<file path="src/rtl/cache_def.sv">
`default_nettype none
// ============================================================================
//  Package   : cache_def
//  Purpose   : Shared cache/memory interface types plus the constants and
//              state encoding of the cache-to-memory bridge.
//  Revision  : 1.0 - initial release
// ============================================================================
package cache_def;

   // Line and backing-bus geometry; BEATS is always derived, never set.
   localparam int LINE_W = 128;
   localparam int BUS_W  = 32;
   localparam int BEATS  = LINE_W / BUS_W;

   // Line request from the L1 data cache (rw: 1 = write-back, 0 = refill).
   typedef struct packed {
      logic [31:0]       addr;
      logic [LINE_W-1:0] data;
      logic              rw;
      logic              valid;
   } mem_req_type;

   // Line response to the L1 data cache.
   typedef struct packed {
      logic [LINE_W-1:0] data;
      logic              ready;
   } mem_data_type;

   // Bridge control states.
   typedef enum logic [1:0] {
      IDLE = 2'd0,
      WR   = 2'd1,
      RD   = 2'd2,
      RESP = 2'd3
   } bridge_state_e;

endpackage
`default_nettype wire

</file>
<file path="src/rtl/line_assembler.sv">
`default_nettype none
// ============================================================================
//  Module    : line_assembler
//  Purpose   : Collects returned read words, in arrival order, into one
//              line. Flags the word that completes the line (o_last) and
//              holds a done flag until cleared for the next refill.
//  Revision  : 1.0 - initial release
// ============================================================================
module line_assembler
   import cache_def::*;
#(
   parameter int WORD_W  = BUS_W,
   parameter int N_WORDS = BEATS
)(
   input  logic                      clk_i,
   input  logic                      rst_ni,
   input  logic                      i_clr,
   input  logic                      i_en,
   input  logic [WORD_W-1:0]         i_word,
   output logic [WORD_W*N_WORDS-1:0] o_line,
   output logic                      o_last,
   output logic                      o_done
);

   localparam int                 c_IDX_W = $clog2(N_WORDS);
   localparam logic [c_IDX_W-1:0] c_LAST  = c_IDX_W'(N_WORDS - 1);

   logic [c_IDX_W-1:0] r_cnt;
   logic               r_done;
   logic               w_take;

   // Words arriving after the line is complete are not stored.
   assign w_take = i_en & ~r_done;
   assign o_last = w_take & (r_cnt == c_LAST);
   assign o_done = r_done;

   // Return counter and completion flag, restarted for each new refill.
   always_ff @(posedge clk_i) begin
      if (!rst_ni) begin
         r_cnt  <= '0;
         r_done <= 1'b0;
      end else if (i_clr) begin
         r_cnt  <= '0;
         r_done <= 1'b0;
      end else if (w_take) begin
         r_cnt <= r_cnt + 1'b1;
         if (o_last) begin
            r_done <= 1'b1;
         end
      end
   end

   generate
      for (genvar g = 0; g < N_WORDS; g++) begin : g_word
         logic [WORD_W-1:0] r_word;

         // Word slot g takes the g-th returned word of the line.
         always_ff @(posedge clk_i) begin
            if (!rst_ni) begin
               r_word <= '0;
            end else if (w_take && (r_cnt == c_IDX_W'(g))) begin
               r_word <= i_word;
            end
         end

         assign o_line[g*WORD_W +: WORD_W] = r_word;
      end
   endgenerate

endmodule
`default_nettype wire

</file>
<file path="src/rtl/dcache_mem_bridge.sv">
`default_nettype none
// ============================================================================
//  Module    : dcache_mem_bridge
//  Purpose   : Turns one line-wide cache memory request into a burst of
//              word beats on the backing bus, assembles refills into a
//              line, answers with a one-cycle ready pulse and counts
//              completed line reads and writes.
//  Revision  : 1.0 - initial release
// ============================================================================
module dcache_mem_bridge
   import cache_def::*;
(
   input  logic         clk_i,
   input  logic         rst_ni,
   input  mem_req_type  mem_req_i,
   output mem_data_type mem_data_o,
   output logic         bus_req_o,
   output logic         bus_we_o,
   output logic [31:0]  bus_addr_o,
   output logic [31:0]  bus_wdata_o,
   input  logic         bus_gnt_i,
   input  logic         bus_rvalid_i,
   input  logic [31:0]  bus_rdata_i,
   output logic [31:0]  no_rd_o,
   output logic [31:0]  no_wr_o
);

   localparam int                 c_IDX_W  = $clog2(BEATS);
   localparam int                 c_OFF_W  = $clog2(LINE_W / 8);
   localparam int                 c_WOFF_W = $clog2(BUS_W / 8);
   localparam logic [c_IDX_W-1:0] c_LAST   = c_IDX_W'(BEATS - 1);

   bridge_state_e      r_state;
   bridge_state_e      w_next;
   logic [31:c_OFF_W]  r_line_addr;
   logic [LINE_W-1:0]  r_wline;
   logic [LINE_W-1:0]  r_rline;
   logic               r_rw;
   logic               r_armed;
   logic [c_IDX_W-1:0] r_issue;
   logic               r_all_issued;
   logic [31:0]        r_no_rd;
   logic [31:0]        r_no_wr;

   logic               w_capture;
   logic               w_beat;
   logic               w_rd_en;
   logic               w_rd_last;
   logic               w_asm_done;
   logic [LINE_W-1:0]  w_asm_line;
   logic               w_unused;

   // Line offset bits of the request address are never used.
   assign w_unused  = ^mem_req_i.addr[c_OFF_W-1:0];

   // A request is taken only from IDLE, and only once per valid assertion.
   assign w_capture = (r_state == IDLE) & mem_req_i.valid & r_armed;
   assign w_beat    = bus_req_o & bus_gnt_i;
   assign w_rd_en   = bus_rvalid_i & (r_state == RD) & ~w_asm_done;

   // State register.
   always_ff @(posedge clk_i) begin
      if (!rst_ni) begin
         r_state <= IDLE;
      end else begin
         r_state <= w_next;
      end
   end

   // Next state and bus handshake outputs.
   always_comb begin
      w_next    = r_state;
      bus_req_o = 1'b0;
      bus_we_o  = 1'b0;
      case (r_state)
         IDLE: begin
            if (w_capture) begin
               w_next = mem_req_i.rw ? WR : RD;
            end
         end
         WR: begin
            bus_req_o = 1'b1;
            bus_we_o  = 1'b1;
            if (bus_gnt_i && (r_issue == c_LAST)) begin
               w_next = RESP;
            end
         end
         RD: begin
            // Stop requesting once all beats are out; returns may lag.
            bus_req_o = ~r_all_issued;
            if (w_rd_last) begin
               w_next = RESP;
            end
         end
         RESP: begin
            w_next = IDLE;
         end
         default: begin
            w_next = IDLE;
         end
      endcase
   end

   // Request capture and beat issue counter.
   always_ff @(posedge clk_i) begin
      if (!rst_ni) begin
         r_line_addr  <= '0;
         r_wline      <= '0;
         r_rw         <= 1'b0;
         r_issue      <= '0;
         r_all_issued <= 1'b0;
      end else if (w_capture) begin
         r_line_addr  <= mem_req_i.addr[31:c_OFF_W];
         r_wline      <= mem_req_i.data;
         r_rw         <= mem_req_i.rw;
         r_issue      <= '0;
         r_all_issued <= 1'b0;
      end else if (w_beat) begin
         r_issue <= r_issue + 1'b1;
         if (r_issue == c_LAST) begin
            r_all_issued <= 1'b1;
         end
      end
   end

   // Beat address stays inside the line; only the word index moves.
   assign bus_addr_o = {r_line_addr, r_issue, {c_WOFF_W{1'b0}}};

   // Write word for the current beat.
   always_comb begin
      bus_wdata_o = '0;
      for (int k = 0; k < BEATS; k++) begin
         if (r_issue == c_IDX_W'(k)) begin
            bus_wdata_o = r_wline[k*BUS_W +: BUS_W];
         end
      end
   end

   line_assembler #(
      .WORD_W  (BUS_W),
      .N_WORDS (BEATS)
   ) u_line_assembler (
      .clk_i  (clk_i),
      .rst_ni (rst_ni),
      .i_clr  (w_capture),
      .i_en   (w_rd_en),
      .i_word (bus_rdata_i),
      .o_line (w_asm_line),
      .o_last (w_rd_last),
      .o_done (w_asm_done)
   );

   // Response register, line statistics and re-trigger guard.
   always_ff @(posedge clk_i) begin
      if (!rst_ni) begin
         r_rline <= '0;
         r_no_rd <= '0;
         r_no_wr <= '0;
         r_armed <= 1'b1;
      end else begin
         if (r_state == RESP) begin
            if (r_rw) begin
               r_no_wr <= r_no_wr + 32'd1;
            end else begin
               r_no_rd <= r_no_rd + 32'd1;
               r_rline <= w_asm_line;
            end
         end
         if (!mem_req_i.valid) begin
            r_armed <= 1'b1;
         end else if (r_state == RESP) begin
            r_armed <= 1'b0;
         end
      end
   end

   // Response: fresh line during a read RESP, otherwise the last read line.
   always_comb begin
      mem_data_o.ready = (r_state == RESP);
      mem_data_o.data  = ((r_state == RESP) && !r_rw) ? w_asm_line : r_rline;
   end

   assign no_rd_o = r_no_rd;
   assign no_wr_o = r_no_wr;

endmodule
`default_nettype wire

</file>
<file path="config.mk">
export PLATFORM = sky130hd
export DESIGN_NAME = dcache_mem_bridge
export DESIGN_NICKNAME = d
export VERILOG_FILES = /design/src/rtl/cache_def.sv /design/src/rtl/line_assembler.sv /design/src/rtl/dcache_mem_bridge.sv
export SDC_FILE = /design/constraint.sdc
export NUM_CORES = 1
export LEC_CHECK = 0
export BUFFER_PORTS_ARGS = -buffer_cell sky130_fd_sc_hd__buf_2
export CORE_MARGIN = 1.5
export CORE_UTILIZATION = 40
export CTS_BUF_LIST = sky130_fd_sc_hd__clkbuf_4 sky130_fd_sc_hd__clkbuf_8
export DETAILED_ROUTE_END_ITERATION = 16
export GPL_ROUTABILITY_DRIVEN = 1
export PLACE_DENSITY = 0.68
export SETUP_SLACK_MARGIN = 0.3
export SYNTH_ARGS = -nofsm -noshare
export SYNTH_HDL_FRONTEND = slang
export SYNTH_SLANG_ARGS = --single-unit
</file>
<file path="constraint.sdc">
create_clock -name clk_i -period 2.4 [get_ports clk_i]
set_input_delay 0.12 -clock clk_i [delete_from_list [all_inputs] [get_ports clk_i]]
set_output_delay 0.12 -clock clk_i [all_outputs]
set_load 0.02 [all_outputs]
</file>
Word-level counts from Yosys, hierarchy flattened --
Cells that the tools add are included.
Word-level totals: register bits 486, bits of input ports 198, output and inout port bits 259, logic and storage cells 72
Cells by class: add/sub/neg operators 4, equal/unequal tests 12, mux-type cells 12, bitwise logic cells 11, reductions and logical operators 17
Operators by type and width (count):
- 128-bit 2-to-1 mux | 1
- 32-bit 2-to-1 mux | 4
- 32-bit by 1-bit adder with 32-bit output (second input constant) | 2
- 2-bit equality test (second input constant) | 6
- 2-bit AND reduction | 5
- 2-bit 2-to-1 mux | 4
- 2-bit case mux with 4 select lines | 1
- 1-bit AND | 7
- 2-bit by 1-bit equality test with 1-bit output (second input constant) | 3
- 1-bit logical AND | 6
- 2-bit logical NOT | 3
- 2-bit by 1-bit adder with 2-bit output (second input constant) | 2
- 2-bit by 1-bit inequality test with 1-bit output (second input constant) | 2
- 1-bit NOT | 4
- 3-bit AND reduction | 1
- 2-bit inequality test (second input constant) | 1
- 1-bit case mux with 2 select lines | 1
- 2-bit OR reduction | 1
- 1-bit logical NOT | 1
- 1-bit 2-to-1 mux | 1

Logic depth before layout (Yosys ltp) --
Gate-level depths: netlist (run 1).
depth in word-level cells 7, depth in mapped cells 9, depth with buffers taken out 6

By module --
A second synthesis (run 1) with hierarchy kept.
Second synthesis, totals: cells, all modules 2203, area total of the unflattened synthesis 19463.7 µm²
Modules (own cells, without submodules):
- dcache_mem_bridge | instances 1, cells an instance 1721, area an instance 14808.0 µm²
- line_assembler | instances 1, cells an instance 482, area an instance 4655.7 µm²

Worst setup path after synthesis (run 1) --
OpenSTA, ideal clock, no wires.
path type flip-flop to flip-flop, from register r_state[0], to register r_no_rd[25] (netlist: no_rd_o[25]), library setup time 0.132 ns, arrival 2.182 ns, data required time 2.268 ns, path slack 0.086 ns, stages on the path, launching flop included 9, buffers on the path 3, cells stage by stage dfxtp_1 -> ha_1 -> buf_4 -> and4b_1 -> or4b_4 -> buf_6 -> clkbuf_1 -> o31ai_1 -> a21oi_1
RTL lines:
- start: declaration | line dcache_mem_bridge.sv:33 | bridge_state_e r_state;
- start signal: assignment | line dcache_mem_bridge.sv:66 | r_state <= w_next;
- end signal: assignment | line dcache_mem_bridge.sv:165 | r_no_rd <= r_no_rd + 32'd1;
- end: declaration | line dcache_mem_bridge.sv:42 | logic [31:0] r_no_rd;

Final worst setup path (run 1) --
from register r_issue[1], to output port bus_wdata_o[12]
Between the ends: longest elaborated chain between the ends 5, elaborated cells on any way between the ends 8, those cells by class eq/ne: 3; mux: 4; reduce/logical: 1
Ends and longest elaborated chain:
- start: declaration | line dcache_mem_bridge.sv:40 | logic [c_IDX_W-1:0] r_issue;
- start signal: assignment | line dcache_mem_bridge.sv:119 | r_issue <= r_issue + 1'b1;
- 2-bit logical NOT | line dcache_mem_bridge.sv:133 | if (r_issue == c_IDX_W'(k)) begin
- 32-bit 2-to-1 mux (3 in series) | line dcache_mem_bridge.sv:133
- 32-bit 2-to-1 mux * | line dcache_mem_bridge.sv:133
- end: declaration | line dcache_mem_bridge.sv:20 | output logic [31:0] bus_wdata_o,
Every way passes the cells marked *; elsewhere a longest branch is shown, timed or not.

==> run_results.csv, run 1 <==
group,metric,value,unit
critical_path,worstPathMaxFanout,8,
pwr,max-vdd-ir-drop,0.571,mV
critical_path,category_of_cells_accounting_for_the_largest_share_of_critical_path_delay,"buffers and inverters",
cells_and_area,area_delta_synth_final,51.8,%
yosys,synth_top_flop_cell,"dfxtp_1",
placed_design,placed_standard_cell_area,22200,um^2
timing,postLayoutSetupSlackWorst,-0.00790,ns
placed_design,placement.io_buffers,450,
floorplan,io_pins,457,
pwr,power.total,21.5,mW
pwr,pleak,12.3,nW
detailed_routing,wirelength,71.1,mm
clock_tree,number_of_cts_inserted_buffers,82,
detailed_routing,initialDrtViolationCount,1591,
grt,wire_length_of_the_first_global_routing_pass,104,mm
detailed_routing,remaining_drc_errors,0,
floorplan,design.die.area,49600,um^2
yosys,yosys_warning_count,0,
grt,grt_antenna_before_repair,3,
floorplan,die_h,223,um
timing,slew_headroom,0.575,
yosys,post_synth.cell_area_avg,8.41,um^2
yosys,synth_top_area_cell,"dfxtp_1",
grt,grt_max_degree,141,
timing,final.hold.worst_slack,0.203,ns
critical_path,critPathMaxStageDelay,0.35,ns
critical_path,timing.critical_path.cells,"inv_4 > ha_4 > buf_12 > buf_16 > nand2_1 > a21oi_1 > a21oi_1 > o21ai_1 > buf_4",
clock_tree,buffer_cell_driving_the_clock_tree_root,"clkbuf_8",
floorplan,fp.dieW,223,um
critical_path,slowest_cell_on_the_critical_path,"dfxtp_4",
critical_path,worst_setup_path_end_kind,"output pin",
timing,skew,0.0517,ns
yosys,syn_area,19300,um^2
timing,min_period,2.41,ns
yosys,synth_seq_area_share,0.504,
floorplan,rows,80,
timing,timing_max_transition_violations_final,0,
min_path,hp-class,"in2reg",
detailed_routing,dr_total_vias,19800,
placed_design,detailedPlacementHpwl,37.6,mm
cells_and_area,nFillCells,3633,
pwr,power_density,735,nW/um^2
critical_path,cp.arrival,2.29,ns
cells_and_area,finish.instance_area,29300,um^2
yosys,dominant_cell_by_count_in_the_synthesized_netlist,"nand2_1",
yosys,post-synth-top-area-fraction,0.504,
timing,fin_setup_tns,-0.00790,ns
clock_tree,clkSinkCount,486,
critical_path,timing.critical_path.buf_inv,4,
clock_tree,path_clk_slew,0.06,ns
run,maxCapViolCount,0,
grt,overflow,0,
grt,first_global_vias,19400,
critical_path,worst-setup-path-type,"reg2out",
clock_tree,clock_tree_from_tritoncts,"done",
yosys,synthCells,2295,
detailed_routing,detail_route.first_pass.iterations,5,
yosys,number_of_flops_mapped_to_enable_cells_by_yosys,0,
clock_tree,longest_clk_path_bufs,3,
critical_path,required,2.28,ns
timing,timing_hold_violations_final,0,
cells_and_area,drive_gt1_frac,0.323,
detailed_routing,postRouteAntennaNets,0,
timing,finalCritPeriodShare,1.00,
floorplan,initial_core_util,0.405,
placed_design,routabilityCongestion,0.850,
clock_tree,cts-htree-levels,3,
critical_path,critPathLaunchType,"flop",
yosys,synth.distinct_cells,47,
grt,global_route.usage.total,0.261,
timing,setup-violations-final,1,
outcome,failing_checks,"setup timing",
timing,rsz_0062_raised_after_global_routing,"true",
outcome,run_status,"finished with violations",
clock_tree,clk_latency,0.71,ns
yosys,post_synth_most_frequent_cells,"nand2_1 (664), dfxtp_1 (486), a21oi_1 (391)",
timing,tightestPinTransition,0.638,ns
detailed_routing,avgRoutedWirePerCell,19.5,um
yosys,synth.ff_latch_count,486,
yosys,synth.top_cells.by_area,"dfxtp_1 (50%), nand2_1 (13%), a21oi_1 (10%)",
cells_and_area,num-nets-final,3185,
critical_path,critical-path-top-cell-by-count,"a21oi_1",
yosys,synthArstFlopShare,0,
floorplan,core_area,47600,um^2
timing,max_freq,0.415,GHz
detailed_routing,avgViaCountPerCell,5.42,
[cell usage in the layout, fill, tap and decap left out, types with 33 or more instances in the layout]
| master | n |
|---|---|
| dlygate4sd3_1 | 193 |
| dfxtp_1 | 477 |
| a21oi_2 | 51 |
| nand2_1 | 654 |
| nand3b_1 | 33 |
| mux2_4 | 120 |
| clkbuf_8 | 100 |
| a21oi_1 | 340 |
| buf_6 | 141 |
| clkbuf_4 | 33 |
| buf_4 | 70 |
| and2_1 | 135 |
| buf_2 | 290 |
[cell type report]
cell class / count / area, um^2 / share of cell area
multi-input combinational: 1627 / 9940 / 0.339
clock inverter: 17 / 240 / 0.00820
sequential: 486 / 9750 / 0.333
clock buffer: 131 / 1610 / 0.0549
antenna: 4 / 10.0 / 0.000342
tap: 615 / 769 / 0.0263
inverter: 18 / 82.6 / 0.00282
timing repair buffer: 758 / 6880 / 0.235
[sequential cells by signal, indices dropped and copies added (netlist names)]
register / count
r_rline: 128
r_wline: 128
u_line_assembler.g_word.r_word: 128
no_rd_o: 32
no_wr_o: 32
r_line_addr: 28
r_issue: 2
r_state: 2
u_line_assembler.r_cnt: 2
r_all_issued: 1
r_armed: 1
r_rw: 1
u_line_assembler.o_done: 1
[worst register-to-register path, cell delays in order (launching register included)]
cell	delay, ns
dfxtp_4	0.35
ha_4	0.16
buf_4	0.11
buf_8	0.12
buf_12	0.11
nand4_1	0.17
or4_4	0.51
or4_4	0.50
a21oi_2	0.14
[metal layers]
metal	part of all wire	vias to the layer above	global-route usage
met5	0	-	0
met4	0.056	0	0.150
met3	0.084	316	0.0706
met2	0.47	1005	0.429
met1	0.39	9445	0.308
li1	-	9061	-
[final timing paths]
| path | from | end | slack [ns] | cells past startpoint |
|---|---|---|---|---|
| max | r_issue[1] | bus_wdata_o[12] | -0.008 | 9 |
| min | mem_req_i[139] | r_line_addr[9] | 0.20 | 4 |
| max reg2reg | r_state[1] | no_wr_o[31] | 0.14 | 8 |
| min reg2reg | u_line_assembler.g_word[1].r_word[23] | u_line_assembler.g_word[1].r_word[23] | 0.45 | 2 |
[cell families after synthesis]
family | Yosys count | share of synthesized area
muxes | 132 | 0.0768
buffers and inverters | 190 | 0.0394
DFF | 486 | 0.504
xor gates and xnor gates | 20 | 0.00908
adders and majority gates | 14 | 0.00908
AOI/OAI and AO/OA | 476 | 0.129
other | 1 | 0.000194
and+or+nand+nor | 976 | 0.232
[report_power, final]
group / switching [mW] / internal (mW) / leakage, nW
registers: 0.362 / 8.65 / 3.94
clock network: 3.60 / 4.74 / 0.985
logic: 2.37 / 1.81 / 7.36
total: 6.32 / 15.2 / 12.3
[what timing repair did]
action / 4_1_cts / 5_1_grt
hold endpoints to repair: 334 / 0
setup endpoints to repair: 181 / 255
buffers inserted: 33 / 27
gates resized for setup: 376 / 294
pin swaps: 15 / 59
cloned: 21 / 7
hold buffers: 193 / 0
[per-stage QoR]
stage / std cells / worst slack (ns) / util
4_1_cts: 3618 / -0.0322 / 0.585
5_1_grt: 3655 / -0.0677 / 0.615
2_1_floorplan: 2296 / 0.301 / -
3_5_place_dp: 3223 / 0.160 / 0.466
6_report: 3656 / -0.00790 / 0.615
3_3_place_gp: 3223 / 0.190 / 0.466
(Power assumes the default switching activity.)
==> run 2, diff against run 1 <==
Settings changed: REMOVE_ABC_BUFFERS set to 1.
==> run_results.csv, run 2 (synthesis results as in run 1) <==
group,metric,value,unit
timing,timing_hold_violations_final,0,
critical_path,required,2.28,ns
critical_path,critPathMaxStageDelay,0.35,ns
detailed_routing,initialDrtViolationCount,1403,
timing,setup-violations-final,45,
floorplan,design.die.area,49600,um^2
grt,grt_max_degree,115,
placed_design,routabilityCongestion,0.848,
critical_path,cp.arrival,2.33,ns
timing,skew,0.0430,ns
timing,postLayoutSetupSlackWorst,-0.0544,ns
cells_and_area,num-nets-final,3211,
clock_tree,clock_tree_from_tritoncts,"done",
critical_path,worstPathMaxFanout,7,
grt,global_route.usage.total,0.250,
clock_tree,number_of_cts_inserted_buffers,81,
timing,tightestPinTransition,0.638,ns
min_path,hp-class,"in2reg",
clock_tree,buffer_cell_driving_the_clock_tree_root,"clkbuf_8",
grt,wire_length_of_the_first_global_routing_pass,99.6,mm
timing,timing_max_transition_violations_final,0,
critical_path,timing.critical_path.cells,"ha_4 > buf_12 > nand2b_4 > buf_12 > buf_12 > clkbuf_16 > mux2_4 > buf_6",
detailed_routing,wirelength,68.3,mm
cells_and_area,final_common_cell,"nand2_1",
timing,rsz_0062_raised_after_global_routing,"true",
critical_path,worst_setup_path_end_kind,"output pin",
floorplan,core_area,47600,um^2
critical_path,worst-setup-path-type,"reg2out",
run,maxCapViolCount,0,
min_path,hold_path_depth,4,
pwr,max-vdd-ir-drop,0.664,mV
clock_tree,longest_clk_path_bufs,3,
detailed_routing,remaining_drc_errors,0,
detailed_routing,avgRoutedWirePerCell,18.6,um
outcome,run_status,"finished with violations",
clock_tree,path_clk_slew,0.06,ns
pwr,swShare,0.291,
cells_and_area,mostFrequentLayoutCells,"nand2_1 (658), dfxtp_1 (480), a21oi_1 (335), buf_2 (315), dlygate4sd3_1 (194)",
detailed_routing,avgViaCountPerCell,5.32,
pwr,internal-power,14.8,mW
cells_and_area,drive_gt1_frac,0.318,
pwr,seq_power_share,0.431,
critical_path,critical-path-top-cell-by-count,"buf_12",
timing,slew_headroom,0.575,
timing,min_period,2.45,ns
grt,overflow,0,
grt,grt_antenna_before_repair,4,
placed_design,placement.io_buffers,450,
placed_design,detailedPlacementHpwl,37.2,mm
critical_path,critPathLaunchType,"flop",
critical_path,slowest_cell_on_the_critical_path,"dfxtp_4",
critical_path,ff2ff_path_depth,8,
pwr,power_density,723,nW/um^2
grt,first_global_vias,18800,
pwr,switchingPower,6.08,mW
floorplan,die_h,223,um
timing,max_freq,0.407,GHz
pwr,power.total,20.9,mW
detailed_routing,detail_route.first_pass.iterations,6,
clock_tree,clk_latency,0.68,ns
floorplan,io_pins,457,
cells_and_area,biggestRegsByFlops,"r_rline x128, r_wline x128, u_line_assembler.g_word.r_word x128",
cells_and_area,area_delta_synth_final,49.5,%
pwr,pleak,12.1,nW
floorplan,fp.dieW,223,um
floorplan,rows,80,
outcome,failing_checks,"setup timing",
clock_tree,clkSinkCount,486,
detailed_routing,postRouteAntennaNets,0,
detailed_routing,dr_total_vias,19600,
clock_tree,cts-htree-levels,3,
pwr,comb_power_share,0.201,
floorplan,initial_core_util,0.405,
placed_design,dp_worst_setup_slack,0.140,ns
pwr,clock_power_share,0.368,
timing,finalCritPeriodShare,1.02,
-- run 2: worst max-delay path, delay by kind of cell, from the launching register on --
family        cells  cell delay [ns]
simple gates      1             0.13
buf+inv           5             0.71
fa+ha+maj         1             0.17
flops             1             0.35
mux               1             0.32
-- run 2: metal layers --
metal | vias to the layer above | GRT usage | wire [um] | part of all wire
met5 | - | 0 | 0 | 0
met4 | 0 | 0.0913 | 2630 | 0.039
met3 | 220 | 0.0726 | 6030 | 0.088
met2 | 954 | 0.434 | 33400 | 0.49
met1 | 9274 | 0.290 | 26300 | 0.38
li1 | 9108 | - | - | -
-- run 2: final timing paths --
path                                     start        endpoint  slack, ns
worst min register to register  r_line_addr[5]  r_line_addr[5]       0.46
worst min-delay path             mem_req_i[83]     r_wline[81]       0.23
worst max register to register      r_state[1]     no_wr_o[25]       0.18
worst max-delay path                r_state[1]  mem_data_o[26]      -0.05
-- run 2: through the flow --
stage               instance area (um^2)  TNS [ns]  instances   util  hold slack [ns]
detailed placement                 22300         0       3248  0.469            0.368
global route                       28800     -9.67       3673  0.605            0.219
global placement                   22300         0       3248  0.469            0.361
floorplan                          18600  -1553.91       2124      -            0.209
finish                             28800     -1.01       3673  0.605            0.234
CTS                                27800     -9.32       3642  0.583            0.165
-- run 2: cell type report --
type / instances / area, um^2
antenna: 4 / 10.0
fill: 3708 / 18800
tap: 615 / 769
sequential: 486 / 9750
inverter: 18 / 80.1
multi-input combinational: 1625 / 9670
timing repair buffer: 787 / 6860
clock inverter: 11 / 124
clock buffer: 127 / 1590
-- run 2: power by group through the flow --
stage	sequential, mW	combinational, mW	clock (mW)
after floorplan	9.15	1.84	0
after global placement	9.07	2.98	0
after detailed placement	9.10	3.06	0
after CTS	8.95	3.87	7.83
after global routing	9.04	4.48	8.20
final	9.00	4.19	7.68
-- run 2: repair_timing --
item                                    4_1_cts  5_1_grt
pin swaps                                    54       44
endpoints found under the hold margin       314        0
setup buffers                                47       21
cloned                                       15        6
gates resized for setup                     330      243
hold buffers                                194        0
endpoints found under the setup margin      193      202
==> run 3, diff against run 2 <==
Settings changed: SKIP_LAST_GASP set to 1.
==> run_results.csv, run 3 (synthesis results as in run 1) <==
group,metric,value,unit
clock_tree,number_of_cts_inserted_buffers,81,
timing,timing_max_transition_violations_final,0,
cells_and_area,final_core_utilization,0.601,
floorplan,die_h,223,um
critical_path,cp.arrival,2.35,ns
cells_and_area,layout.cells.non_filler,3674,
timing,min_period,2.47,ns
placed_design,placedCellCount,3248,
cells_and_area,multi_input_comb_area,9570,um^2
floorplan,fp.dieW,223,um
floorplan,io_pins,457,
cells_and_area,biggestRegsByFlops,"r_rline x128, r_wline x128, u_line_assembler.g_word.r_word x128",
detailed_routing,dr_total_vias,19400,
critical_path,critPathLaunchType,"flop",
floorplan,initial_core_util,0.405,
clock_tree,buffer_cell_driving_the_clock_tree_root,"clkbuf_8",
timing,timing_hold_violations_final,0,
placed_design,placed_standard_cell_area,22300,um^2
cells_and_area,num-nets-final,3212,
run,maxCapViolCount,0,
detailed_routing,remaining_drc_errors,0,
critical_path,worstPathMaxFanout,6,
critical_path,critPathMaxStageDelay,0.36,ns
cells_and_area,finish.instance_area,28600,um^2
critical_path,worst-setup-path-type,"reg2out",
timing,setup-violations-final,54,
grt,first_global_vias,18800,
cells_and_area,final_common_cell,"nand2_1",
timing,skew,0.0413,ns
cells_and_area,drive_gt1_frac,0.317,
detailed_routing,wirelength,66.9,mm
floorplan,design.die.area,49600,um^2
cells_and_area,area_delta_synth_final,48.5,%
placed_design,detailedPlacementHpwl,37.2,mm
detailed_routing,initialDrtViolationCount,1365,
grt,overflow,0,
critical_path,required,2.28,ns
timing,tightestPinTransition,0.637,ns
pwr,pleak,12.0,nW
pwr,power.total,20.8,mW
placed_design,routabilityCongestion,0.848,
grt,grt_max_degree,115,
timing,fin_setup_tns,-0.939,ns
timing,final.hold.worst_slack,0.235,ns
pwr,max-vdd-ir-drop,0.602,mV
clock_tree,path_clk_slew,0.06,ns
outcome,failing_checks,"setup timing",
timing,postLayoutSetupSlackWorst,-0.0713,ns
timing,slew_headroom,0.575,
detailed_routing,avgViaCountPerCell,5.28,
critical_path,category_of_cells_accounting_for_the_largest_share_of_critical_path_delay,"buffers and inverters",
critical_path,timing.critical_path.cells,"inv_4 > ha_4 > buf_12 > buf_12 > buf_16 > nand2_1 > a21oi_2 > a21oi_1 > o21ai_1 > buf_4",
cells_and_area,mostFrequentLayoutCells,"nand2_1 (658), dfxtp_1 (480), a21oi_1 (337), buf_2 (335), dlygate4sd3_1 (194)",
detailed_routing,postRouteAntennaNets,0,
placed_design,dp_worst_setup_slack,0.140,ns
cells_and_area,nFillCells,3745,
grt,wire_length_of_the_first_global_routing_pass,99.5,mm
min_path,hp-class,"in2reg",
pwr,power_density,728,nW/um^2
clock_tree,longest_clk_path_bufs,3,
grt,global_route.usage.total,0.249,
floorplan,core_area,47600,um^2
clock_tree,cts-htree-levels,3,
critical_path,worst_setup_path_end_kind,"output pin",
floorplan,rows,80,
clock_tree,clk_latency,0.68,ns
outcome,run_status,"finished with violations",
cells_and_area,ff_latch_area,9750,um^2
critical_path,slowest_cell_on_the_critical_path,"dfxtp_4",
clock_tree,clkSinkCount,486,
grt,grt_antenna_before_repair,2,
clock_tree,clock_tree_from_tritoncts,"done",
timing,rsz_0062_raised_after_global_routing,"true",
critical_path,critical-path-top-cell-by-count,"buf_12",
placed_design,placement.io_buffers,450,
critical_path,timing.critical_path.buf_inv,5,
timing,finalCritPeriodShare,1.03,
detailed_routing,detail_route.first_pass.iterations,5,
detailed_routing,avgRoutedWirePerCell,18.2,um
timing,max_freq,0.405,GHz
run 3: cell types whose count changed in the layout (fill, tap and decap cells not counted), sizes merged:
cell    delta
buf        +2
clkbuf     -1
run 3: repair_timing:
| item | 4_1_cts | 5_1_grt |
|---|---|---|
| setup endpoints to repair | 193 | 211 |
| hold buffers | 194 | 0 |
| cloned | 15 | 6 |
| setup buffers | 47 | 22 |
| endpoints found under the hold margin | 314 | 0 |
| resized for setup | 293 | 217 |
| pin swaps | 54 | 44 |
run 3: layout make-up:
type,instances,share of cell area
Tap cell,615,0.0269
Clock inverter,11,0.00433
Antenna cell,4,0.000349
Clock buffer,127,0.0554
Inverter,18,0.00280
Sequential cell,486,0.340
Multi-Input combinational cell,1625,0.334
Timing Repair Buffer,788,0.236
run 3: worst register-to-register path, cell delays in order (launching register included):
cell     delay (ns)
dfxtp_4        0.36
ha_4           0.15
buf_12         0.11
buf_4          0.11
buf_6          0.10
nand4_1        0.13
or4_4          0.49
buf_4          0.17
or3_1          0.31
a21oi_1        0.14
run 3: routing by layer:
metal | track usage | share of wire | vias to the layer above
li1 | - | - | 9112
met3 | 0.0723 | 0.087 | 221
met1 | 0.289 | 0.39 | 9168
met5 | 0 | 0 | -
met2 | 0.432 | 0.49 | 907
met4 | 0.0968 | 0.040 | 0
run 3: path summary, 6_finish.rpt:
| path | cells past startpoint | slack (ns) | end | from |
|---|---|---|---|---|
| worst max-delay path | 10 | -0.07 | bus_wdata_o[10] | r_issue[1] |
| worst min-delay path | 4 | 0.23 | r_wline[106] | mem_req_i[108] |
| worst max register to register | 9 | 0.26 | no_wr_o[23] | r_state[1] |
| worst min register to register | 2 | 0.46 | r_wline[110] | r_wline[110] |
run 3: power breakdown:
group / switching (mW) / internal [mW]
registers: 0.348 / 8.65
logic: 2.35 / 1.82
clock network: 3.36 / 4.31
total: 6.06 / 14.8
